==> src/rtl/uart_pkg.sv <==
`default_nettype none
// ============================================================================
//  Module      : uart_pkg
//  Description : Shared definitions for the UART TX path: packet width,
//                packet header bytes, arbiter state encoding and the
//                round-robin pointer type.
//  Revision    : 1.0 - initial release
// ============================================================================
package uart_pkg;

    // Packet width; matches the UART controller TX word.
    localparam int DATA_W = 56;

    // Packet header bytes used by the packet builders.
    localparam logic [7:0] HDR_ADS   = 8'hAA;
    localparam logic [7:0] HDR_MPR   = 8'hBB;
    localparam logic [7:0] HDR_REG_A = 8'h61;   // 'a'
    localparam logic [7:0] HDR_REG_M = 8'h6D;   // 'm'
    localparam logic [7:0] HDR_R     = 8'h52;   // 'R'
    localparam logic [7:0] HDR_S     = 8'h53;   // 'S'

    // Arbiter state encoding.
    typedef enum logic [1:0] {
        ST_IDLE      = 2'd0,
        ST_ISSUE     = 2'd1,
        ST_WAIT_DONE = 2'd2
    } tx_state_t;

    // Which streaming source has the next turn.
    typedef enum logic [0:0] {
        RR_ADS = 1'b0,
        RR_MPR = 1'b1
    } rr_ptr_t;

endpackage
`default_nettype wire

==> src/rtl/uart_tx_slot.sv <==
`default_nettype none
// ============================================================================
//  Module      : uart_tx_slot
//  Description : Single-entry packet holding slot.
//                OVERWRITE=1: every strobe loads; a strobe into a full slot
//                that is not being granted overwrites it and bumps a
//                saturating overrun counter.
//                OVERWRITE=0: loads only when empty; never overwritten.
//  Ports       : i_CLK, i_RSTN     clock, async active-low reset
//                i_DATA, i_VALID   incoming packet and load strobe
//                i_GRANT           slot contents taken this cycle
//                i_CLR             clear the overrun counter
//                o_DATA, o_FULL    held packet and occupancy
//                o_FULL_NEXT       occupancy after the coming edge
//                o_OVERRUN         saturating overrun count
//  Revision    : 1.0 - initial release
// ============================================================================
module uart_tx_slot #(
    parameter bit OVERWRITE = 1'b1,
    parameter int DATA_W    = 56,
    parameter int OVR_W     = 8
) (
    input  logic              i_CLK,
    input  logic              i_RSTN,
    input  logic [DATA_W-1:0] i_DATA,
    input  logic              i_VALID,
    input  logic              i_GRANT,
    input  logic              i_CLR,
    output logic [DATA_W-1:0] o_DATA,
    output logic              o_FULL,
    output logic              o_FULL_NEXT,
    output logic [OVR_W-1:0]  o_OVERRUN
);

    localparam logic [OVR_W-1:0] c_OVR_MAX = '1;

    logic [DATA_W-1:0] r_data;
    logic              r_full;
    logic [OVR_W-1:0]  r_ovr;
    logic              w_load;
    logic              w_ovr_inc;
    logic              w_full_nxt;

    // A non-overwriting slot only accepts while empty.
    assign w_load    = i_VALID && (OVERWRITE || !r_full);
    // A grant in the same cycle frees the old entry, so nothing is lost.
    assign w_ovr_inc = OVERWRITE && i_VALID && r_full && !i_GRANT && (r_ovr != c_OVR_MAX);

    always_comb begin
        w_full_nxt = r_full;
        if (w_load) begin
            w_full_nxt = 1'b1;
        end else if (i_GRANT) begin
            w_full_nxt = 1'b0;
        end
    end

    always_ff @(posedge i_CLK or negedge i_RSTN) begin
        if (!i_RSTN) begin
            r_data <= '0;
            r_full <= 1'b0;
            r_ovr  <= '0;
        end else begin
            r_full <= w_full_nxt;
            if (w_load) begin
                r_data <= i_DATA;
            end
            if (i_CLR) begin
                r_ovr <= '0;
            end else if (w_ovr_inc) begin
                r_ovr <= r_ovr + 1'b1;
            end
        end
    end

    assign o_DATA      = r_data;
    assign o_FULL      = r_full;
    assign o_FULL_NEXT = w_full_nxt;
    assign o_OVERRUN   = r_ovr;

endmodule
`default_nettype wire

==> src/rtl/uart_tx_arbiter.sv <==
`default_nettype none
// ============================================================================
//  Module      : uart_tx_arbiter
//  Description : Shares the UART controller TX packet port between the ADS
//                stream, the MPR stream and register-read responses.
//                Register responses have strict priority; the two streams
//                alternate round-robin.
//  Ports       : i_CLK, i_RSTN                 clock, async active-low reset
//                i_ADS_DATA/VALID              ADS packet + capture strobe
//                i_MPR_DATA/VALID              MPR packet + capture strobe
//                i_REG_DATA/VALID, o_REG_READY register response handshake
//                o_UART_DATA_TX[_VALID]        packet offered downstream
//                i_UART_DATA_TX_READY          downstream idle/ready
//                i_CLR_STATUS                  clears counters and timeout
//                o_ADS/MPR_OVERRUN             saturating overrun counts
//                o_ERR_TIMEOUT                 sticky abandoned-packet flag
//                o_BUSY                        packet in flight or slot full
//  Revision    : 1.0 - initial release
// ============================================================================
module uart_tx_arbiter
    import uart_pkg::*;
#(
    parameter int          DATA_W      = uart_pkg::DATA_W,
    parameter logic [15:0] ACK_TIMEOUT = 16'd1024,
    parameter int          OVR_W       = 8
) (
    input  logic              i_CLK,
    input  logic              i_RSTN,
    input  logic [DATA_W-1:0] i_ADS_DATA,
    input  logic              i_ADS_VALID,
    input  logic [DATA_W-1:0] i_MPR_DATA,
    input  logic              i_MPR_VALID,
    input  logic [DATA_W-1:0] i_REG_DATA,
    input  logic              i_REG_VALID,
    output logic              o_REG_READY,
    output logic [DATA_W-1:0] o_UART_DATA_TX,
    output logic              o_UART_DATA_TX_VALID,
    input  logic              i_UART_DATA_TX_READY,
    input  logic              i_CLR_STATUS,
    output logic [OVR_W-1:0]  o_ADS_OVERRUN,
    output logic [OVR_W-1:0]  o_MPR_OVERRUN,
    output logic              o_ERR_TIMEOUT,
    output logic              o_BUSY
);

    logic [DATA_W-1:0] w_ads_data, w_mpr_data, w_reg_data;
    logic              w_ads_full, w_mpr_full, w_reg_full;
    logic              w_ads_full_nxt, w_mpr_full_nxt, w_reg_full_nxt;
    logic              w_grant_ads, w_grant_mpr, w_grant_reg;
    logic [OVR_W-1:0]  w_reg_ovr_unused;

    tx_state_t         r_state, w_state_nxt;
    rr_ptr_t           r_rr, w_rr_nxt;
    logic [DATA_W-1:0] r_tx_data, w_tx_data_nxt;
    logic              r_tx_valid, w_tx_valid_nxt;
    logic [15:0]       r_timer, w_timer_nxt;
    logic              w_timeout_set;
    logic              r_err, r_reg_ready, r_busy;

    uart_tx_slot #(.OVERWRITE(1'b1), .DATA_W(DATA_W), .OVR_W(OVR_W)) u_slot_ads (
        .i_CLK(i_CLK), .i_RSTN(i_RSTN),
        .i_DATA(i_ADS_DATA), .i_VALID(i_ADS_VALID),
        .i_GRANT(w_grant_ads), .i_CLR(i_CLR_STATUS),
        .o_DATA(w_ads_data), .o_FULL(w_ads_full),
        .o_FULL_NEXT(w_ads_full_nxt), .o_OVERRUN(o_ADS_OVERRUN)
    );

    uart_tx_slot #(.OVERWRITE(1'b1), .DATA_W(DATA_W), .OVR_W(OVR_W)) u_slot_mpr (
        .i_CLK(i_CLK), .i_RSTN(i_RSTN),
        .i_DATA(i_MPR_DATA), .i_VALID(i_MPR_VALID),
        .i_GRANT(w_grant_mpr), .i_CLR(i_CLR_STATUS),
        .o_DATA(w_mpr_data), .o_FULL(w_mpr_full),
        .o_FULL_NEXT(w_mpr_full_nxt), .o_OVERRUN(o_MPR_OVERRUN)
    );

    // The register slot accepts only while empty, which is exactly when
    // o_REG_READY is high, so the handshake is honoured inside the slot.
    uart_tx_slot #(.OVERWRITE(1'b0), .DATA_W(DATA_W), .OVR_W(OVR_W)) u_slot_reg (
        .i_CLK(i_CLK), .i_RSTN(i_RSTN),
        .i_DATA(i_REG_DATA), .i_VALID(i_REG_VALID),
        .i_GRANT(w_grant_reg), .i_CLR(1'b0),
        .o_DATA(w_reg_data), .o_FULL(w_reg_full),
        .o_FULL_NEXT(w_reg_full_nxt), .o_OVERRUN(w_reg_ovr_unused)
    );

    always_comb begin
        w_state_nxt    = r_state;
        w_rr_nxt       = r_rr;
        w_tx_data_nxt  = r_tx_data;
        w_tx_valid_nxt = r_tx_valid;
        w_timer_nxt    = r_timer;
        w_timeout_set  = 1'b0;
        w_grant_ads    = 1'b0;
        w_grant_mpr    = 1'b0;
        w_grant_reg    = 1'b0;

        case (r_state)
            ST_IDLE: begin
                if (i_UART_DATA_TX_READY) begin
                    if (w_reg_full) begin
                        w_grant_reg   = 1'b1;
                        w_tx_data_nxt = w_reg_data;
                    end else if (w_ads_full && (r_rr == RR_ADS || !w_mpr_full)) begin
                        w_grant_ads   = 1'b1;
                        w_tx_data_nxt = w_ads_data;
                        w_rr_nxt      = RR_MPR;
                    end else if (w_mpr_full) begin
                        w_grant_mpr   = 1'b1;
                        w_tx_data_nxt = w_mpr_data;
                        w_rr_nxt      = RR_ADS;
                    end
                    if (w_grant_reg || w_grant_ads || w_grant_mpr) begin
                        w_tx_valid_nxt = 1'b1;
                        w_timer_nxt    = '0;
                        w_state_nxt    = ST_ISSUE;
                    end
                end
            end
            ST_ISSUE: begin
                // Ready staying high can mean the controller is busy with an
                // RX byte, so valid is held until ready actually drops.
                if (!i_UART_DATA_TX_READY) begin
                    w_tx_valid_nxt = 1'b0;
                    w_state_nxt    = ST_WAIT_DONE;
                end else if (r_timer == ACK_TIMEOUT - 16'd1) begin
                    w_tx_valid_nxt = 1'b0;
                    w_timeout_set  = 1'b1;
                    w_state_nxt    = ST_IDLE;
                end else begin
                    w_timer_nxt = r_timer + 16'd1;
                end
            end
            ST_WAIT_DONE: begin
                if (i_UART_DATA_TX_READY) begin
                    w_state_nxt = ST_IDLE;
                end
            end
            default: begin
                w_tx_valid_nxt = 1'b0;
                w_state_nxt    = ST_IDLE;
            end
        endcase
    end

    always_ff @(posedge i_CLK or negedge i_RSTN) begin
        if (!i_RSTN) begin
            r_state     <= ST_IDLE;
            r_rr        <= RR_ADS;
            r_tx_data   <= '0;
            r_tx_valid  <= 1'b0;
            r_timer     <= '0;
            r_err       <= 1'b0;
            r_reg_ready <= 1'b1;
            r_busy      <= 1'b0;
        end else begin
            r_state     <= w_state_nxt;
            r_rr        <= w_rr_nxt;
            r_tx_data   <= w_tx_data_nxt;
            r_tx_valid  <= w_tx_valid_nxt;
            r_timer     <= w_timer_nxt;
            if (i_CLR_STATUS) begin
                r_err <= 1'b0;
            end else if (w_timeout_set) begin
                r_err <= 1'b1;
            end
            r_reg_ready <= !w_reg_full_nxt;
            r_busy      <= (w_state_nxt != ST_IDLE) || w_ads_full_nxt
                           || w_mpr_full_nxt || w_reg_full_nxt;
        end
    end

    assign o_REG_READY          = r_reg_ready;
    assign o_UART_DATA_TX       = r_tx_data;
    assign o_UART_DATA_TX_VALID = r_tx_valid;
    assign o_ERR_TIMEOUT        = r_err;
    assign o_BUSY               = r_busy;

endmodule
`default_nettype wire

==> config.mk <==
export PLATFORM = sky130hd
export DESIGN_NAME = uart_tx_arbiter
export DESIGN_NICKNAME = d
export VERILOG_FILES = /design/src/rtl/uart_pkg.sv /design/src/rtl/uart_tx_slot.sv /design/src/rtl/uart_tx_arbiter.sv
export SDC_FILE = /design/constraint.sdc
export NUM_CORES = 1
export LEC_CHECK = 0
export BUFFER_PORTS_ARGS = -buffer_cell sky130_fd_sc_hd__buf_2
export CAP_MARGIN = 25
export CORE_MARGIN = 3
export CORE_UTILIZATION = 55
export DETAILED_ROUTE_END_ITERATION = 8
export MAX_ROUTING_LAYER = met4
export PLACE_DENSITY = 0.81
export SLEW_MARGIN = 20
export SYNTH_ARGS = -nofsm -noshare
export SYNTH_HDL_FRONTEND = slang
export SYNTH_SLANG_ARGS = --single-unit
==> constraint.sdc <==
create_clock -name i_CLK -period 3.15 [get_ports i_CLK]
set_clock_uncertainty 0.05 [all_clocks]
set_input_delay 0.315 -clock i_CLK [delete_from_list [all_inputs] [get_ports i_CLK]]
set_output_delay 0.315 -clock i_CLK [all_outputs]
set_load 0.02 [all_outputs]
======== Yosys cells after proc, flatten, opt, wreduce, memory -nomap -nowiden ========
Cells that the tools add are included.
storage, ports and cells
  word-level logic and storage cells ...... 117
  bits of input ports ..................... 175
  register bits after elaboration ......... 266
operators by class
  muxes and demuxes ....................... 54
  eq/ne operators ......................... 10
  bitwise operators ....................... 3
  reductions and logical operators ........ 31
  $add $sub $neg .......................... 3
operators by type and width
  kind                                             number
  2-to-1 mux 56 bit                                3
  2-to-1 mux 16 bit                                4
  2-to-1 mux 1 bit                                 35
  2-to-1 mux 8 bit                                 4
  one-hot mux 16 bit (2 select lines)              1
  adder 16 x 1 -> 16 bit, second input constant    1
  adder 8 x 1 -> 8 bit, second input constant      2
  == test 16 x 10 -> 1 bit, second input constant  1
  != test 8 bit, second input constant             2
  nonzero test 2 bit                               6
  2-to-1 mux 2 bit                                 5
  logical AND 1 bit                                8
  != test 2 bit, second input constant             4
  AND reduction 4 bit                              2
  logical OR 1 bit                                 6
  one-hot mux 2 bit (3 select lines)               1
  logical NOT 1 bit                                5
  AND reduction 5 bit                              1
  != test 3 bit, second input constant             1
  NOT 1 bit                                        3
  one-hot mux 1 bit (3 select lines)               1
  AND reduction 3 bit                              1
  nonzero test 3 bit                               1
  == test 2 x 1 -> 1 bit, second input constant    1
  2 further kinds                                  2

======== Logic depth before layout (Yosys ltp) ========
  word-level depth ........................ 16
  gate-level depth with buffers ........... 7
  mapped depth without buffers ............ 5

======== Cells and area by module ========
A second synthesis with hierarchy kept.
unflattened totals
  cells, all modules ...................... 841
  area, all modules ....................... 11274.6 µm²
by module, submodules not included
  module                          times used  seq. area each (µm²)  cells an instance  area an instance (µm²)
  uart_tx_slot at u_slot_ads ...  2           1626.6                166                2516.2
  uart_tx_arbiter                 1           1978.1                378                3841.2
  uart_tx_slot at u_slot_reg      1           1426.4                131                2401.1

======== Worst setup path before layout ========
Ideal clock, no wire load.
  kind .................................... flip-flop to flip-flop
  start ................................... register u_slot_reg.r_full (netlist: u_slot_reg.o_FULL)
  end ..................................... register r_busy (netlist: o_BUSY)
  data arrival time ....................... 1999 ps
  clock period less this slack ............ 2188 ps
  cell stages (with the launch flop) ...... 6
  library setup time ...................... 139 ps
  slack ................................... 962 ps
  cell sequence ........................... dfrtp_1 -> buf_6 -> or4b_4 -> o21ai_4 -> or4b_1 -> or4_1
on the way
  cells in the longest elaborated chain, start to end .. 12
  elaborated cells on any way between the ends .. 32
  those cells by class .................... mux (24); reduce/logical (8)
ends and longest elaborated chain
  element                             RTL line                source
  start, declared                     uart_tx_slot.sv:38      logic r_full;
  start signal, assigned              uart_tx_slot.sv:64      r_full <= w_full_nxt;
  2-to-1 mux 1 bit                    uart_tx_arbiter.sv:100  if (w_reg_full) begin
  2-to-1 mux 1 bit                    uart_tx_arbiter.sv:99   if (i_UART_DATA_TX_READY) begin
  2-to-1 mux 1 bit                    uart_tx_arbiter.sv:97   case (r_state)
  logical OR 1 bit (2 in a row)       uart_tx_arbiter.sv:112  if (w_grant_reg || w_grant_ads || w_grant_mpr) begin
  2-to-1 mux 2 bit                    uart_tx_arbiter.sv:112
  2-to-1 mux 2 bit                    uart_tx_arbiter.sv:99
  one-hot mux 2 bit (3 select lines)  uart_tx_arbiter.sv:97
  nonzero test 2 bit                  uart_tx_arbiter.sv:167  r_busy <= (w_state_nxt != ST_IDLE) || w_ads_full_nxt
  logical OR 1 bit                    uart_tx_arbiter.sv:167
  logical OR 1 bit                    uart_tx_arbiter.sv:168  || w_mpr_full_nxt || w_reg_full_nxt;
  logical OR 1 bit (*)                uart_tx_arbiter.sv:168
  end signal, assigned                uart_tx_arbiter.sv:167
  end, declared                       uart_tx_arbiter.sv:58   logic r_err, r_reg_ready, r_busy;
Every way passes the cells marked *; elsewhere a longest branch is shown, timed or not. The select of a mux whose other input is x is not followed.
A chain may end at the register's enable or synchronous reset.

======== Worst setup path in the final report ========
  start ................................... register r_state[0]
  end ..................................... register r_tx_data[31] (netlist: o_UART_DATA_TX[31])
on the way
  cells in the longest elaborated chain, start to end .. 2
ends and longest elaborated chain
  element                               RTL line                source
  start, declared                       uart_tx_arbiter.sv:52   tx_state_t r_state, w_state_nxt;
  start signal, assigned                uart_tx_arbiter.sv:156  r_state <= w_state_nxt;
  logical NOT 2 bit                     uart_tx_arbiter.sv:97
  AND reduction 3 bit (no source line)  -
  end signal, assigned                  uart_tx_arbiter.sv:158  r_tx_data <= w_tx_data_nxt;
  end, declared                         uart_tx_arbiter.sv:54   logic [DATA_W-1:0] r_tx_data, w_tx_data_nxt;
No other way between the ends.

==> run_results.csv <==
group,metric,value,unit
min_path,holdPathEnd,"u_slot_reg.o_FULL",
power,ir_drop,0.545,mV
sta,max_slew_margin,32.0,%
power,power_per_cell_area,813,nW/um^2
sta,period_needed,2.37,ns
setup_path,reg2reg_to,"o_UART_DATA_TX[31]",
setup_path,cp_data_required_time,3.52,ns
clocking,cts_resized,0,
power,switchingPower,4360,uW
yosys,yosysWarnings,0,
yosys,synth_seq_cells,266,
clocking,clk_pin_slew_worst_paths,0.06,ns
sta,fin_crit_sh,75.1,%
placement,post-place-ws,0.783,ns
job,drv_cap,0,
clocking,htree_levels,1,
placement,gp_congestion,0.797,
floorplanning,ioPinCount,251,
setup_path,crit_chain,"nor3b_1 -> and2_4 -> mux2_2",
yosys,synth-async-reset-ratio,100,%
drt,routed_wl,32500,microns
status,status,"finished clean",
power,pwr-share-seq,38.9,%
global_routing,grt_use_total,29.5,%
final_layout,area_growth,36.6,%
power,p_leak,0.00723,uW
power,swShare,34.0,%
yosys,synth_area,11600,sq um
setup_path,crit_path_start_kind,"register",
placement,numPortBuffers,250,
yosys,syn_area_per_cell,13.1,sq um
global_routing,antenna_found_initial,3,
yosys,syn_inst,885,
drt,highest_layer,"met4",
drt,via_count,8949,
final_layout,layout_common_cells,"264 x dfrtp_1, 249 x buf_2, 224 x mux2_2",
power,clkPwrFrac,26.6,%
sta,max_freq,0.423,GHz
sta,fin_ws,0.783,ns
final_layout,num-nets-final,1475,
sta,finalHoldViolations,0,
floorplanning,row_count,52,
drt,drtAntennaViolNets,0,
yosys,synth_seq_area_share,57.6,%
clocking,cts_buffer_depth,3,
setup_path,critical_path_class,"reg -> reg",
global_routing,grt_pass1_vias,9877,
sta,fin_setup_tns,0,ns
setup_path,regToRegStartpoint,"r_state[0]",
floorplanning,fp.dieW,151,microns
setup_path,crit_fanout,70,
sta,maxSlewViolCount,0,
power,combPwrFrac,34.5,%
yosys,synth.distinct_cells,46,
power,p_int,8470,uW
floorplanning,dieArea,22800,sq um
min_path,hp-class,"in -> reg",
drt,dr_wl_met3,1680,microns
clocking,tritoncts,"built",
drt,viasPerCell,5.61,
yosys,synth_top_flop_cell,"dfrtp_1",
sta,finalSetupViolCount,0,
setup_path,critPathArrivalTime,2.73,ns
final_layout,fill_cells,1210,
clocking,clock_latency,0.53,ns
clocking,numCtsBuffers,29,
yosys,synth-edff-count,0,
setup_path,max_stage_delay,0.91,ns
min_path,worstHoldStart,"i_REG_VALID",
setup_path,r2r_cells,3,
clocking,root_buffer,"clkbuf_16",
min_path,min_path_cells,3,
final_layout,drive_gt1_share,41.1,%
drt,drt-met1-wl,12800,microns
clocking,cts.sinks,266,
placement,hpwl,17600,microns
yosys,synth_fp_nets,1063,
sta,rsz0062_at_grt,"no",
global_routing,grt_max_degree,99,
final_layout,final_common_cell,"dfrtp_1",
global_routing,grt_first_pass_wirelength,51600,microns
global_routing,grt_overflow_total,0,
setup_path,cp-end-kind,"register",
drt,detail_route.first_pass.iterations,5,
setup_path,slowest_stage,"and2_4",
floorplanning,start_util,56.6,%
setup_path,rrSetupSlack,0.78,ns
floorplanning,core,20400,sq um
drt,drt-initial-drc-count,377,
floorplanning,die_h,151,microns
drt,drc,0,
sta,worstMarginPinSlew,1.02,ns
drt,wl_met2,16800,microns
drt,wire_per_inst,20.4,microns
[state kept, by name (all words and copies together), names as in the netlist]
signal and flops:
r_timer 16, u_slot_ads.o_OVERRUN 8, u_slot_ads.o_DATA 56, o_UART_DATA_TX_VALID 1, u_slot_mpr.o_OVERRUN 8, u_slot_mpr.o_FULL 1
u_slot_ads.o_FULL 1, r_state 2, o_ERR_TIMEOUT 1, u_slot_reg.o_DATA 56, u_slot_reg.o_FULL 1, o_REG_READY 1
o_UART_DATA_TX 56, r_rr 1, o_BUSY 1, u_slot_mpr.o_DATA 56
[worst max path at each step]
stage	end	slack (ns)	start
2_1_floorplan	o_BUSY	0.96	u_slot_reg.o_FULL
6_report	o_UART_DATA_TX[31]	0.78	r_state[0]
4_1_cts	o_UART_DATA_TX[41]	0.79	r_state[0]
3_5_place_dp	o_UART_DATA_TX[31]	0.78	r_state[0]
3_3_place_gp	o_UART_DATA_TX[28]	0.86	r_state[0]
5_1_grt	o_UART_DATA_TX[33]	0.62	r_state[0]
[critical path: cells and delay by family, from the launching register on]
family	cells	cell delay, ns
AND/OR/NAND/NOR	2	1.30
multiplexers	1	0.43
flip-flops	1	0.44
[timing repair]
| action | 4_1_cts | 5_1_grt |
|---|---|---|
| setup endpoints to repair | 0 | 0 |
| hold endpoints to repair | 261 | 0 |
| buffers inserted | 0 | 0 |
| hold buffers | 170 | 0 |
[final cells by class]
class	instances	area, sq um	area share [%]
Clock inverter	4	55.1	0.349
Clock buffer	49	911	5.77
Inverter	6	22.5	0.143
Antenna cell	5	12.5	0.0793
Tap cell	270	338	2.14
Timing Repair Buffer	434	3110	19.7
Sequential cell	266	6660	42.2
Multi-Input combinational cell	560	4680	29.7
[stage by stage]
stage	hold slack [ns]	utilization, %	cell area (sq um)	power (uW)	std cells
2_1_floorplan	-0.0306	-	11600	7790	885
3_3_place_gp	0.363	64.2	13100	8920	1366
3_5_place_dp	0.364	64.2	13100	9100	1366
4_1_cts	0.0445	77.2	15800	12700	1589
5_1_grt	0.0979	77.3	15800	13500	1592
6_report	0.0643	77.3	15800	12800	1594
[routing by layer]
| layer | global-route usage, % | up-vias |
|---|---|---|
| met5 | - | - |
| met4 | 11.6 | 0 |
| met3 | 5.51 | 94 |
| met2 | 49.3 | 312 |
| met1 | 35.8 | 4503 |
| li1 | - | 4040 |
[synth_stat cells (all sizes together), types with 2 or more instances]
| cell | count | area (sq um) |
|---|---|---|
| nor2b | 4 | 25.0 |
| nor3 | 3 | 15.0 |
| inv | 6 | 22.5 |
| or4b | 2 | 23.8 |
| a21oi | 27 | 135 |
| xnor2 | 2 | 17.5 |
| dfrtp | 265 | 6630 |
| buf | 13 | 61.3 |
| nand3 | 7 | 35.0 |
| o211ai | 3 | 22.5 |
| clkbuf | 40 | 150 |
| or3 | 12 | 75.1 |
| and3 | 2 | 12.5 |
| nand2 | 67 | 251 |
| nand2b | 5 | 31.3 |
| o21ai | 73 | 377 |
| and4 | 4 | 35.0 |
| ha | 3 | 37.5 |
| nand4 | 10 | 62.6 |
| nor2 | 7 | 26.3 |
| mux2 | 224 | 2520 |
| mux2i | 58 | 581 |
| a31oi | 2 | 12.5 |
| or4 | 16 | 124 |
| and2 | 2 | 12.5 |
| o31ai | 14 | 105 |
[power groups by stage]
stage | Combinational (uW) | Clock [uW] | Sequential (uW)
2_1_floorplan | 2480 | 0 | 5310
6_report | 4420 | 3410 | 4990
3_3_place_gp | 3990 | 0 | 4930
3_5_place_dp | 4130 | 0 | 4970
5_1_grt | 4790 | 3610 | 5090
4_1_cts | 4340 | 3440 | 4940
[kinds of logic (layout without fill, tap and decap cells)]
| logic type | Yosys count | after routing | synth area share, % |
|---|---|---|---|
| multiplexers | 282 | 282 | 26.8 |
| flip-flops | 266 | 266 | 57.6 |
| AND/OR/NAND/NOR | 147 | 147 | 6.87 |
| AO/OA/AOI/OAI | 126 | 126 | 6.17 |
| buffers and inverters | 59 | 493 | 2.02 |
| adder cells (fa/ha/maj) | 3 | 3 | 0.325 |
| XOR/XNOR | 2 | 2 | 0.152 |
| other | 0 | 5 | 0 |
(Power assumes the default switching activity.)
